--- src/rtl/fbcpu_pkg.sv ---
// Shared FBCPU definitions: loader state encoding and default core widths.
package fbcpu_pkg;

  localparam int FBCPU_ADDR_W = 6;
  localparam int FBCPU_DATA_W = 10;

  typedef enum logic [2:0] {
    IDLE  = 3'd0,
    LOAD  = 3'd1,
    CHECK = 3'd2,
    RUN   = 3'd3,
    ERROR = 3'd4
  } fbcpu_state_e;

endpackage

--- src/rtl/fbcpu_ram_mux.sv ---
// RAM port select: the core owns the port when sel_core_i is high,
// otherwise the loader side drives it. Purely combinational so a later
// debug port can be added as another source.
module fbcpu_ram_mux #(
  parameter int AW = 6,
  parameter int DW = 10
) (
  input  logic          sel_core_i,
  input  logic [AW-1:0] ldr_addr_i,
  input  logic          ldr_wr_i,
  input  logic [DW-1:0] ldr_wdata_i,
  input  logic [AW-1:0] cpu_addr_i,
  input  logic          cpu_wr_i,
  input  logic [DW-1:0] cpu_wdata_i,
  output logic [AW-1:0] ram_addr_o,
  output logic          ram_wr_o,
  output logic [DW-1:0] ram_wdata_o
);

  // Two-way select, no registers in either path.
  always_comb begin
    if (sel_core_i) begin
      ram_addr_o  = cpu_addr_i;
      ram_wr_o    = cpu_wr_i;
      ram_wdata_o = cpu_wdata_i;
    end else begin
      ram_addr_o  = ldr_addr_i;
      ram_wr_o    = ldr_wr_i;
      ram_wdata_o = ldr_wdata_i;
    end
  end

endmodule

--- src/rtl/fbcpu_boot_loader.sv ---
// FBCPU boot loader: holds the core in reset, streams an image into the
// program/data RAM, then hands the RAM port to the core and releases it.
// Optional trailer checksum check: define FBCPU_LOADER_CHECKSUM_EN.
module fbcpu_boot_loader
  import fbcpu_pkg::*;
#(
  parameter int ADDRESS_WIDTH = FBCPU_ADDR_W,
  parameter int DATA_WIDTH    = FBCPU_DATA_W
) (
  input  logic                     clk,
  input  logic                     rst,
  input  logic                     start,
  input  logic [ADDRESS_WIDTH:0]   load_len,
  input  logic [DATA_WIDTH-1:0]    s_data,
  input  logic                     s_valid,
  output logic                     s_ready,
  output logic                     cpu_rst,
  input  logic [ADDRESS_WIDTH-1:0] cpu_mar,
  input  logic                     cpu_wr,
  input  logic [DATA_WIDTH-1:0]    cpu_wdata,
  output logic [ADDRESS_WIDTH-1:0] ram_addr,
  output logic                     ram_wr,
  output logic [DATA_WIDTH-1:0]    ram_wdata,
  output logic                     busy,
  output logic                     done,
  output logic                     err
);

  localparam logic [ADDRESS_WIDTH:0] DEPTH = {1'b1, {ADDRESS_WIDTH{1'b0}}};

`ifdef FBCPU_LOADER_CHECKSUM_EN
  localparam fbcpu_state_e LOAD_NEXT = CHECK;
`else
  localparam fbcpu_state_e LOAD_NEXT = RUN;
`endif

  fbcpu_state_e           state_q, state_d;
  logic [ADDRESS_WIDTH:0] cnt_q, cnt_d;
  logic [ADDRESS_WIDTH:0] len_q, len_d;
  logic                   cpu_rst_q, cpu_rst_d;
`ifdef FBCPU_LOADER_CHECKSUM_EN
  logic [DATA_WIDTH-1:0]  csum_q, csum_d;
`endif

  logic                     beat;
  logic                     len_ok;
  logic                     ldr_wr;
  logic [ADDRESS_WIDTH-1:0] ldr_addr;
  logic [DATA_WIDTH-1:0]    ldr_wdata;

  assign beat   = s_valid & s_ready;
  assign len_ok = (load_len <= DEPTH);

  // State and datapath registers; cpu_rst is registered so the core only
  // leaves reset one edge after RUN is entered.
  always_ff @(posedge clk or negedge rst) begin
    if (!rst) begin
      state_q   <= IDLE;
      cnt_q     <= '0;
      len_q     <= '0;
      cpu_rst_q <= 1'b1;
`ifdef FBCPU_LOADER_CHECKSUM_EN
      csum_q    <= '0;
`endif
    end else begin
      state_q   <= state_d;
      cnt_q     <= cnt_d;
      len_q     <= len_d;
      cpu_rst_q <= cpu_rst_d;
`ifdef FBCPU_LOADER_CHECKSUM_EN
      csum_q    <= csum_d;
`endif
    end
  end

  // Next-state: start is honoured in IDLE/RUN/ERROR only; LOAD ends on the
  // beat that fills the last word (or at once for an empty image).
  always_comb begin
    state_d = state_q;
    cnt_d   = cnt_q;
    len_d   = len_q;
`ifdef FBCPU_LOADER_CHECKSUM_EN
    csum_d  = csum_q;
`endif
    case (state_q)
      IDLE, ERROR, RUN: begin
        if (start) begin
          if (len_ok) begin
            state_d = LOAD;
            len_d   = load_len;
            cnt_d   = '0;
`ifdef FBCPU_LOADER_CHECKSUM_EN
            csum_d  = '0;
`endif
          end else begin
            state_d = ERROR;
          end
        end
      end
      LOAD: begin
        if (len_q == '0) begin
          state_d = LOAD_NEXT;
        end else if (beat) begin
          cnt_d = cnt_q + 1'b1;
`ifdef FBCPU_LOADER_CHECKSUM_EN
          csum_d = csum_q + s_data;
`endif
          if (cnt_q == len_q - 1'b1) state_d = LOAD_NEXT;
        end
      end
`ifdef FBCPU_LOADER_CHECKSUM_EN
      CHECK: begin
        if (beat) state_d = (s_data == csum_q) ? RUN : ERROR;
      end
`endif
      default: state_d = IDLE;
    endcase
    // Core runs only while we stay in RUN; leaving RUN re-asserts reset
    // on the same edge as the state change.
    cpu_rst_d = !((state_q == RUN) && (state_d == RUN));
  end

  // Outputs decoded from the current state; loader drives the RAM only on
  // an accepted beat, otherwise the port idles at zero.
  always_comb begin
    s_ready   = 1'b0;
    busy      = 1'b0;
    done      = 1'b0;
    err       = 1'b0;
    ldr_wr    = 1'b0;
    ldr_addr  = '0;
    ldr_wdata = '0;
    case (state_q)
      LOAD: begin
        busy    = 1'b1;
        s_ready = (len_q != '0);
        if (s_valid && (len_q != '0)) begin
          ldr_wr    = 1'b1;
          ldr_addr  = cnt_q[ADDRESS_WIDTH-1:0];
          ldr_wdata = s_data;
        end
      end
      CHECK: begin
        busy    = 1'b1;
        s_ready = 1'b1;
      end
      RUN:     done = 1'b1;
      ERROR:   err  = 1'b1;
      default: ;
    endcase
  end

  assign cpu_rst = cpu_rst_q;

  fbcpu_ram_mux #(.AW(ADDRESS_WIDTH), .DW(DATA_WIDTH)) u_mux (
    .sel_core_i  (state_q == RUN),
    .ldr_addr_i  (ldr_addr),
    .ldr_wr_i    (ldr_wr),
    .ldr_wdata_i (ldr_wdata),
    .cpu_addr_i  (cpu_mar),
    .cpu_wr_i    (cpu_wr),
    .cpu_wdata_i (cpu_wdata),
    .ram_addr_o  (ram_addr),
    .ram_wr_o    (ram_wr),
    .ram_wdata_o (ram_wdata)
  );

endmodule

--- config.mk ---
export PLATFORM = sky130hd
export DESIGN_NAME = fbcpu_boot_loader
export DESIGN_NICKNAME = d
export VERILOG_FILES = /design/src/rtl/fbcpu_pkg.sv /design/src/rtl/fbcpu_ram_mux.sv /design/src/rtl/fbcpu_boot_loader.sv
export SDC_FILE = /design/constraint.sdc
export NUM_CORES = 1
export LEC_CHECK = 0
export ABC_CLOCK_PERIOD_IN_PS = 4100
export CAP_MARGIN = 5
export CORE_ASPECT_RATIO = 1.2
export CORE_UTILIZATION = 36
export DETAILED_ROUTE_END_ITERATION = 7
export PLACE_DENSITY_LB_ADDON = 0.15
export SYNTH_ARGS = -nofsm -noshare
export SYNTH_HDL_FRONTEND = slang
export SYNTH_SLANG_ARGS = --single-unit
--- constraint.sdc ---
create_clock -name clk -period 4.1 [get_ports clk]
set_input_delay 0.82 -clock clk [delete_from_list [all_inputs] [get_ports clk]]
set_output_delay 0.82 -clock clk [all_outputs]
set_load 0.05 [all_outputs]
## Word level (Yosys, flattened, before mapping)

Cells that the tools add are included.

| cells by class | value |
|---|---|
| bitwise operators | 1 |
| reduce and logical (&&, ||, !) cells | 11 |
| equal/unequal tests | 10 |
| muxes and demuxes | 24 |
| add/sub/neg operators | 2 |
| order comparisons | 1 |

Operators by type and width:

| cell | number |
|---|---|
| 10-bit 2-to-1 mux | 3 |
| 7-bit 2-to-1 mux | 4 |
| 6-bit 2-to-1 mux | 3 |
| 3-bit 2-to-1 mux | 5 |
| 7-bit case mux with 2 select lines | 1 |
| 3-bit by 2-bit == test with 1-bit output (second input constant) | 3 |
| 2-bit != test (second input constant) | 4 |
| 7-bit by 1-bit adder with 7-bit output (second input constant) | 1 |
| 7-bit == test | 1 |
| 7-bit less-or-equal comparator (second input constant) | 1 |
| 7-bit logical NOT | 1 |
| 7-bit nonzero test | 1 |
| 7-bit by 1-bit subtractor with 7-bit output (second input constant) | 1 |
| 1-bit 2-to-1 mux | 6 |
| 3-bit case mux with 2 select lines | 1 |
| 5-bit AND reduction | 1 |
| 3-bit by 1-bit == test with 1-bit output (second input constant) | 1 |
| 3-bit == test (second input constant) | 1 |
| 3-bit logical NOT | 1 |
| 3-bit AND reduction | 1 |
| 3-bit OR reduction | 1 |
| 1-bit logical AND | 2 |
| 1-bit case mux with 2 select lines | 1 |
| 2-bit nonzero test | 1 |
| other kinds (3) | 3 |

| storage, ports and cells | value |
|---|---|
| output and inout bits | 22 |
| register bits after elaboration | 18 |
| word-level logic and storage cells | 53 |
| input port bits | 38 |

## Longest topological paths before layout

Gate-level depths: netlist of run 1.

| logic depth | value |
|---|---|
| depth in word-level cells | 9 |
| mapped depth | 9 |
| depth with buffers taken out | 6 |

## Modules after synthesis

A second synthesis of run 1 with hierarchy kept.

| unflattened totals | value |
|---|---|
| cell total of the unflattened synthesis | 150 |
| area total of the unflattened synthesis | 1,521.5 sq um |

By module, submodules not included:

| module | instances | cells each | seq. area each (sq um) | area each (sq um) |
|---|---|---|---|---|
| fbcpu_boot_loader | 1 | 131 | 451.7 | 1,261.2 |
| fbcpu_ram_mux | 1 | 19 | 0.0 | 260.2 |

## Worst setup path after synthesis of run 1

No wires, ideal clock.

| timing path | value |
|---|---|
| path kind | register to output |
| start point | register len_q[0] |
| end point | output ram_wdata[1] |
| data arrival time | 2.035 ns |
| stages on the path, launching flop included | 9 |
| setup slack | 1.245 ns |
| path through | dfrtp_1 > inv_1 > ha_1 > or3b_1 > buf_2 > o31a_1 > buf_2 > buf_6 > a22o_1 |

| between the ends | value |
|---|---|
| longest elaborated chain between the ends | 5 |

Ends and longest elaborated chain:

| item | line | RTL |
|---|---|---|
| start: declaration | fbcpu_boot_loader.sv:39 | `logic [ADDRESS_WIDTH:0] len_q, len_d;` |
| start signal: assignment | fbcpu_boot_loader.sv:68 | `len_q <= len_d;` |
| 7-bit nonzero test | fbcpu_boot_loader.sv:137 | `if (s_valid && (len_q != '0)) begin` |
| 1-bit logical AND | fbcpu_boot_loader.sv:137 |  |
| 10-bit 2-to-1 mux | fbcpu_boot_loader.sv:137 |  |
| 10-bit 2-to-1 mux | fbcpu_boot_loader.sv:133 | `case (state_q)` |
| 10-bit 2-to-1 mux | fbcpu_ram_mux.sv:22 | `if (sel_core_i) begin` |
| end: declaration | fbcpu_boot_loader.sv:23 | `output logic [DATA_WIDTH-1:0] ram_wdata,` |

No other way between the ends.

## Worst setup path after layout of run 1

| timing path | value |
|---|---|
| start point | register len_q[0] |
| end point | output ram_wr |

| between the ends | value |
|---|---|
| longest elaborated chain between the ends | 5 |

Ends and longest elaborated chain:

| item | line | RTL |
|---|---|---|
| 7-bit nonzero test | fbcpu_boot_loader.sv:137 |  |
| 1-bit logical AND | fbcpu_boot_loader.sv:137 |  |
| 1-bit 2-to-1 mux | fbcpu_boot_loader.sv:137 |  |
| 1-bit 2-to-1 mux | fbcpu_boot_loader.sv:133 |  |
| 1-bit 2-to-1 mux | fbcpu_ram_mux.sv:22 |  |
| end: declaration | fbcpu_boot_loader.sv:22 | `output logic ram_wr,` |

No other way between the ends.

==> summary.txt, run 1 <==
GRT
  • Pin count of the biggest net entering global routing: 19
  • GRT Total Usage: 18.1%
  • First-pass GRT wire length: 5510 µm
  • GR Overflow Total: 0
  • Initial antenna violation count: 0
  • Vias in the first global route: 1,333

Worst hold path
  • WHS Path Cells: 1
  • Worst hold endpoint: len_q[4]
  • HP Start: len_q[4]
  • Min-Delay Path Class: flop to flop

STA
  • Max-slew violation count: 0
  • Slew headroom: 43.1%
  • Total setup violations reported at the end of the flow: 0
  • Hold slack: 559 ps
  • FMAX: 268 MHz
  • Setup TNS: 0 ps
  • Skew final: 3.81 ps
  • Clock period minus worst slack: 3730 ps
  • Worst-margin pin slew: 851 ps
  • Final Hold Fails: 0
  • Tcrit/Tclk final: 91.0%
  • Unrepaired setup endpoints after global routing: no

Power and ir drop
  • Clk pwr share: 13.5%
  • Max VDD drop: 0.000358 V
  • Switching pwr: 0.000484 W
  • Lkg Pwr: 0.785 nW
  • Flop pwr share: 31.0%
  • Combinational group share of total power: 55.5%
  • Pwr Density: 563 mW/mm²
  • Switching Share: 45.7%
  • Internal: 0.000576 W

Die
  • Die Y: 67.4 µm
  • Row count: 23
  • # IOs: 60
  • Width of the die: 56.5 µm
  • Initial core utilization: 38.1%
  • Die Area: 0.00380 mm²
  • Core box area: 0.00337 mm²

Clocking
  • # H-tree levels: 1
  • Num Clock Sinks: 18
  • Post-CTS resize count: 0
  • Worst skew pair latency: 250 ps
  • Max clock buf depth: 2
  • CTS root buffer: clkbuf_8
  • Clock transition at path regs: 70 ps
  • Num CTS Buffers: 3
  • CTS tree: built
  • Postcts setup bufs: 0
  • Hold-fix buffers at CTS: 0

Synth
  • Ys async rst share: 100%
  • Post-Syn Area per Cell: 9.71 µm²
  • Mapped Area: 0.00128 mm²
  • Register bit total from synthesis: 18
  • Number of synthesized flops with an enable pin: 0
  • Seq/Total Area, Yosys: 35.3%
  • Cell variety after synth: 45
  • Synth Warn #: 0
  • Cells after Synth: 132
  • Syn Nets: 172
  • Top FF cell, synth: dfrtp_1

Placed design
  • Hpwl dp: 2700 µm
  • RePlAce Congestion: 0.826
  • Number of port buffers: 59

Status
  • Status: completed

Drt
  • Avg Vias per Cell: 5.52
  • Post-route DRC: 0
  • Avg WL per Cell: 14.9 µm
  • Drt pass-1 iters: 5
  • Via count: 1,237
  • Routed Antenna Nets: 0
  • Initial DRC Count: 24
  • Post-Route WL: 3350 µm

Worst setup path
  • R2r setup slk: 1820 ps
  • R2r worst-path depth: 6
  • Crit path required time: 3280 ps
  • Arrival time worst endpoint: 2910 ps
  • R2r endpoint: cnt_q[4]
  • Critical R2R Launch: len_q[0]
  • Kind of critical path: flop to output port
  • Critical-path maximum fanout: 13
  • Crit end category: output port
  • Critical path launch point type: flop

Layout
  • Ant. Diodes: 0
  • Fin nets: 228
  • Layout area overhead: 47.0%
  • Fraction of layout cells with a size suffix above 1: 16.0%

Flow run
  • Max Cap Viol: 0
[metal layers]
metal	up-vias	track usage, %	wire [µm]
li1	612	-	-
met1	581	19.2	1350
met2	42	36.5	1810
met3	2	2.87	155
met4	0	5.49	31
met5	-	0	0
[synth_stat cells (2+ instances only)]
cell | count | area share [%]
dfrtp_1 | 17 | 33
a22o_1 | 16 | 11
clkbuf_1 | 2 | 0.59
o21ai_0 | 7 | 2.7
a21oi_1 | 8 | 3.1
mux2_1 | 3 | 2.6
or4_1 | 4 | 2.3
or3_1 | 3 | 1.5
nor2_1 | 5 | 1.5
nand2_1 | 7 | 2.1
o31ai_1 | 3 | 1.8
buf_2 | 4 | 1.6
mux2_4 | 4 | 4.7
o21ai_1 | 2 | 0.78
nor3_1 | 2 | 0.78
ha_1 | 2 | 2.0
inv_1 | 5 | 1.5
nand2b_1 | 2 | 0.98
xnor2_1 | 6 | 4.1
nand3_1 | 3 | 1.2
xor2_1 | 2 | 1.4
o31a_1 | 2 | 1.4
[power groups by stage]
stage          sequential, W  clock [W]  combinational [W]
5_1_grt             0.000340   0.000158           0.000645
3_5_place_dp        0.000330          0           0.000592
4_1_cts             0.000328   0.000148           0.000594
2_1_floorplan       0.000296          0           0.000461
6_report            0.000328   0.000143           0.000589
3_3_place_gp        0.000325          0           0.000584
[cells by family (layout without fill, tap and decap cells)]
family | after synthesis | in the layout | share of synthesized area, %
AO/OA/AOI/OAI | 46 | 46 | 26.9
XOR/XNOR | 8 | 8 | 5.47
adder cells (fa/ha/maj) | 2 | 2 | 1.95
buffers and inverters | 14 | 69 | 5.96
flip-flops | 18 | 18 | 35.3
multiplexers | 8 | 8 | 8.11
AND/OR/NAND/NOR | 36 | 36 | 16.4
[stage by stage]
| step | instance area, µm² | power [W] | setup slack [ps] | utilization [%] | std cells |
|---|---|---|---|---|---|
| floorplan | 1280 | 0.000757 | 1240 | - | 132 |
| global placement | 1830 | 0.000909 | 663 | 54.3 | 220 |
| detailed placement | 1830 | 0.000922 | 642 | 54.3 | 220 |
| CTS | 1880 | 0.00107 | 359 | 55.9 | 224 |
| global route | 1880 | 0.00114 | 118 | 55.9 | 224 |
| finish | 1880 | 0.00106 | 367 | 55.9 | 224 |
[area by class of cell]
type | count | area, µm²
Fill cell | 327 | 1480
Multi-Input combinational cell | 100 | 753
Tap cell | 37 | 46.3
Inverter | 5 | 18.8
Sequential cell | 18 | 452
Timing Repair Buffer | 60 | 558
Clock buffer | 4 | 55.1
[worst max-delay path, stage by stage, from the launching register on]
cell	delay (ps)
dfrtp_1	430
inv_1	80
ha_1	210
or3b_1	460
o31ai_2	650
nand2_1	110
clkdlybuf4s50_1	740
[placed cells by master, fill, tap and decap left out, drive strengths merged, types with 2 or more instances in the layout]
cell type       n
clkbuf          4
nand2           7
inv             5
dfrtp          17
ha              2
mux2            7
o31a            2
o31ai           4
xor2            2
or3             3
o21ai          10
nand3           3
nor3            2
nor2            6
a21oi           8
xnor2           6
buf            17
or4             4
nand2b          2
a22o           16
clkdlybuf4s50  43
[state kept, by name, indices dropped and copies added (netlist names)]
signal / flops
cnt_q: 7
cpu_rst: 1
len_q: 7
state_q: 3
[how the worst max path moves through the flow]
| stage | start | endpoint |
|---|---|---|
| 3_3_place_gp | s_valid | ram_wr |
| 2_1_floorplan | len_q[0] | ram_wdata[1] |
| 6_report | len_q[0] | ram_wr |
| 3_5_place_dp | s_valid | ram_wr |
| 5_1_grt | len_q[0] | ram_wr |
| 4_1_cts | len_q[0] | ram_wr |
Note: power is estimated with default switching activity, not from simulation.
==> run 2: changes to the inputs <==
--- a/config.mk
+++ b/config.mk
@@ -8,7 +8,7 @@
 export ABC_CLOCK_PERIOD_IN_PS = 4100
 export CAP_MARGIN = 5
 export CORE_ASPECT_RATIO = 1.2
-export CORE_UTILIZATION = 36
+export CORE_UTILIZATION = 44
 export DETAILED_ROUTE_END_ITERATION = 7
 export PLACE_DENSITY_LB_ADDON = 0.15
 export SYNTH_ARGS = -nofsm -noshare
==> run 2 against run 1 <==
Clock skew rose by 1.7 ps. Global-route usage rose by 6.2 points. Utilization rose by 11 points. Via count rose by 4.6%. Register-to-register slack got worse by 30 ps. Sequential cell count did not move. Worst setup slack got worse by 110 ps. Die area fell by 18%. Largest power group unchanged.
==> summary.txt, run 2 (synthesis results as in run 1) <==
Status
  • Status: completed

STA
  • Setup TNS: 0 ps
  • Skew final: 5.51 ps
  • PnR worst setup slack: 257 ps
  • Unrepaired setup endpoints after global routing: no
  • Slew headroom: 43.6%
  • FMAX: 260 MHz
  • Total setup violations reported at the end of the flow: 0
  • Clock period minus worst slack: 3840 ps
  • Worst-margin pin slew: 843 ps
  • Tcrit/Tclk final: 93.7%
  • Final Hold Fails: 0
  • Max-slew violation count: 0
  • Hold slack: 561 ps

Worst setup path
  • Crit end category: output port
  • Critical path launch point type: flop
  • Critical-path maximum fanout: 13
  • Kind of critical path: flop to output port
  • Crit path required time: 3280 ps
  • R2r setup slk: 1790 ps
  • Arrival time worst endpoint: 3020 ps

Placed design
  • RePlAce Congestion: 0.908
  • Hpwl dp: 2680 µm
  • Dpl ws: 607 ps
  • Placed cell count: 217
  • Number of port buffers: 59

Clocking
  • CTS root buffer: clkbuf_4
  • Num CTS Buffers: 3
  • Num Clock Sinks: 18
  • Hold-fix buffers at CTS: 0
  • # H-tree levels: 1
  • Post-CTS resize count: 0
  • Clock transition at path regs: 110 ps
  • CTS tree: built
  • Max clock buf depth: 2
  • Postcts setup bufs: 0
  • Worst skew pair latency: 300 ps

Drt
  • Met2 WL: 1830 µm
  • Post-route DRC: 0
  • Avg WL per Cell: 15.7 µm
  • Routed Antenna Nets: 0
  • Initial DRC Count: 33
  • Drt pass-1 iters: 4
  • Post-Route WL: 3480 µm
  • Detail Route met3 WL: 213 µm
  • Highest Signal Layer: met4
  • Avg Vias per Cell: 5.86
  • Post-Route M1 WL: 1380 µm
  • Via count: 1,294

Layout
  • Fin nets: 228
  • Leading cell type in the layout, fill and taps excluded: clkdlybuf4s50_1
  • Non-filler instance count after layout: 221
  • Ant. Diodes: 0
  • Multi-input gate area: 753 µm²
  • Layout area overhead: 44.4%
  • Fillers: 229
  • Top Registers: cnt_q: 7 flops, len_q: 7 flops, state_q: 3 flops
  • Fraction of layout cells with a size suffix above 1: 15.5%
  • Most frequent cells in the layout: 43 x clkdlybuf4s50_1, 17 x dfrtp_1, 17 x buf_4
  • Flip-flop and latch area: 452 µm²

Flow run
  • Max Cap Viol: 0

GRT
  • GRT Total Usage: 24.3%
  • Vias in the first global route: 1,234
  • Pin count of the biggest net entering global routing: 21
  • GR Overflow Total: 0
  • First-pass GRT wire length: 5610 µm
  • Initial antenna violation count: 0

Power and ir drop
  • Lkg Pwr: 0.771 nW
  • Pwr Density: 553 mW/mm²
  • Max VDD drop: 0.000315 V

Die
  • Die Y: 61.1 µm
  • Row count: 21
  • Initial core utilization: 46.0%
  • # IOs: 60
  • Core box area: 0.00279 mm²
  • Width of the die: 51.3 µm
  • Die Area: 0.00313 mm²

Worst hold path
  • Min-Delay Path Class: flop to flop
==> run 2: cell types whose count changed in the layout (fill, tap and decap cells not counted) <==
cell | before | now
clkbuf_1 | 0 | 1
clkbuf_4 | 0 | 3
clkbuf_8 | 4 | 0
==> run 2: report_power, final <==
| part | internal [W] | switching, W | total (W) |
|---|---|---|---|
| sequential | 0.000235 | 0.0000949 | 0.000330 |
| combinational | 0.000256 | 0.000341 | 0.000598 |
| clock | 0.0000379 | 0.0000584 | 0.0000963 |
| total | 0.000529 | 0.000495 | 0.00102 |
==> run 2: layer usage <==
metal	GRT usage, %	vias up
li1	-	608
met1	28.1	614
met2	44.9	64
met3	4.20	8
met4	9.65	0
met5	0	-
==> run 2: through the flow <==
| step | area (µm²) | util, % | total power, W |
|---|---|---|---|
| after floorplan | 1280 | - | 0.000757 |
| after global placement | 1820 | 65.5 | 0.000910 |
| after detailed placement | 1820 | 65.5 | 0.000926 |
| after CTS | 1850 | 66.4 | 0.00102 |
| after global routing | 1850 | 66.4 | 0.00109 |
| final | 1850 | 66.4 | 0.00102 |
==> run 2: final timing paths <==
check                         start        to  cells after the start
max reg2reg                len_q[0]  cnt_q[3]                      6
min in group asynchronous       rst  len_q[1]                      1
min                        len_q[5]  len_q[5]                      1
min reg2reg                len_q[5]  len_q[5]                      1
max in group asynchronous       rst  cnt_q[2]                      1
max                        len_q[0]    ram_wr                      6
==> run 2: cell type report <==
type	instances	area share, %
clock buffer	4	1.42
inverter	5	1.01
multi-input combinational	100	40.7
sequential	18	24.4
tap	34	2.30
timing repair buffer	60	30.2
==> run 2: critical path, cell delays in order (launching register included) <==
cell and delay (ps):
dfrtp_1 450, inv_1 90, ha_1 210, or3b_1 460, o31ai_2 680, nand2_1 100, clkdlybuf4s50_1 740
==> run 3: changes to the inputs <==
--- a/config.mk
+++ b/config.mk
@@ -14,3 +14,4 @@
 export SYNTH_ARGS = -nofsm -noshare
 export SYNTH_HDL_FRONTEND = slang
 export SYNTH_SLANG_ARGS = --single-unit
+export TNS_END_PERCENT = 30
==> results of run 3 <==
Final layout, timing and power as in run 2 (identical DEF).
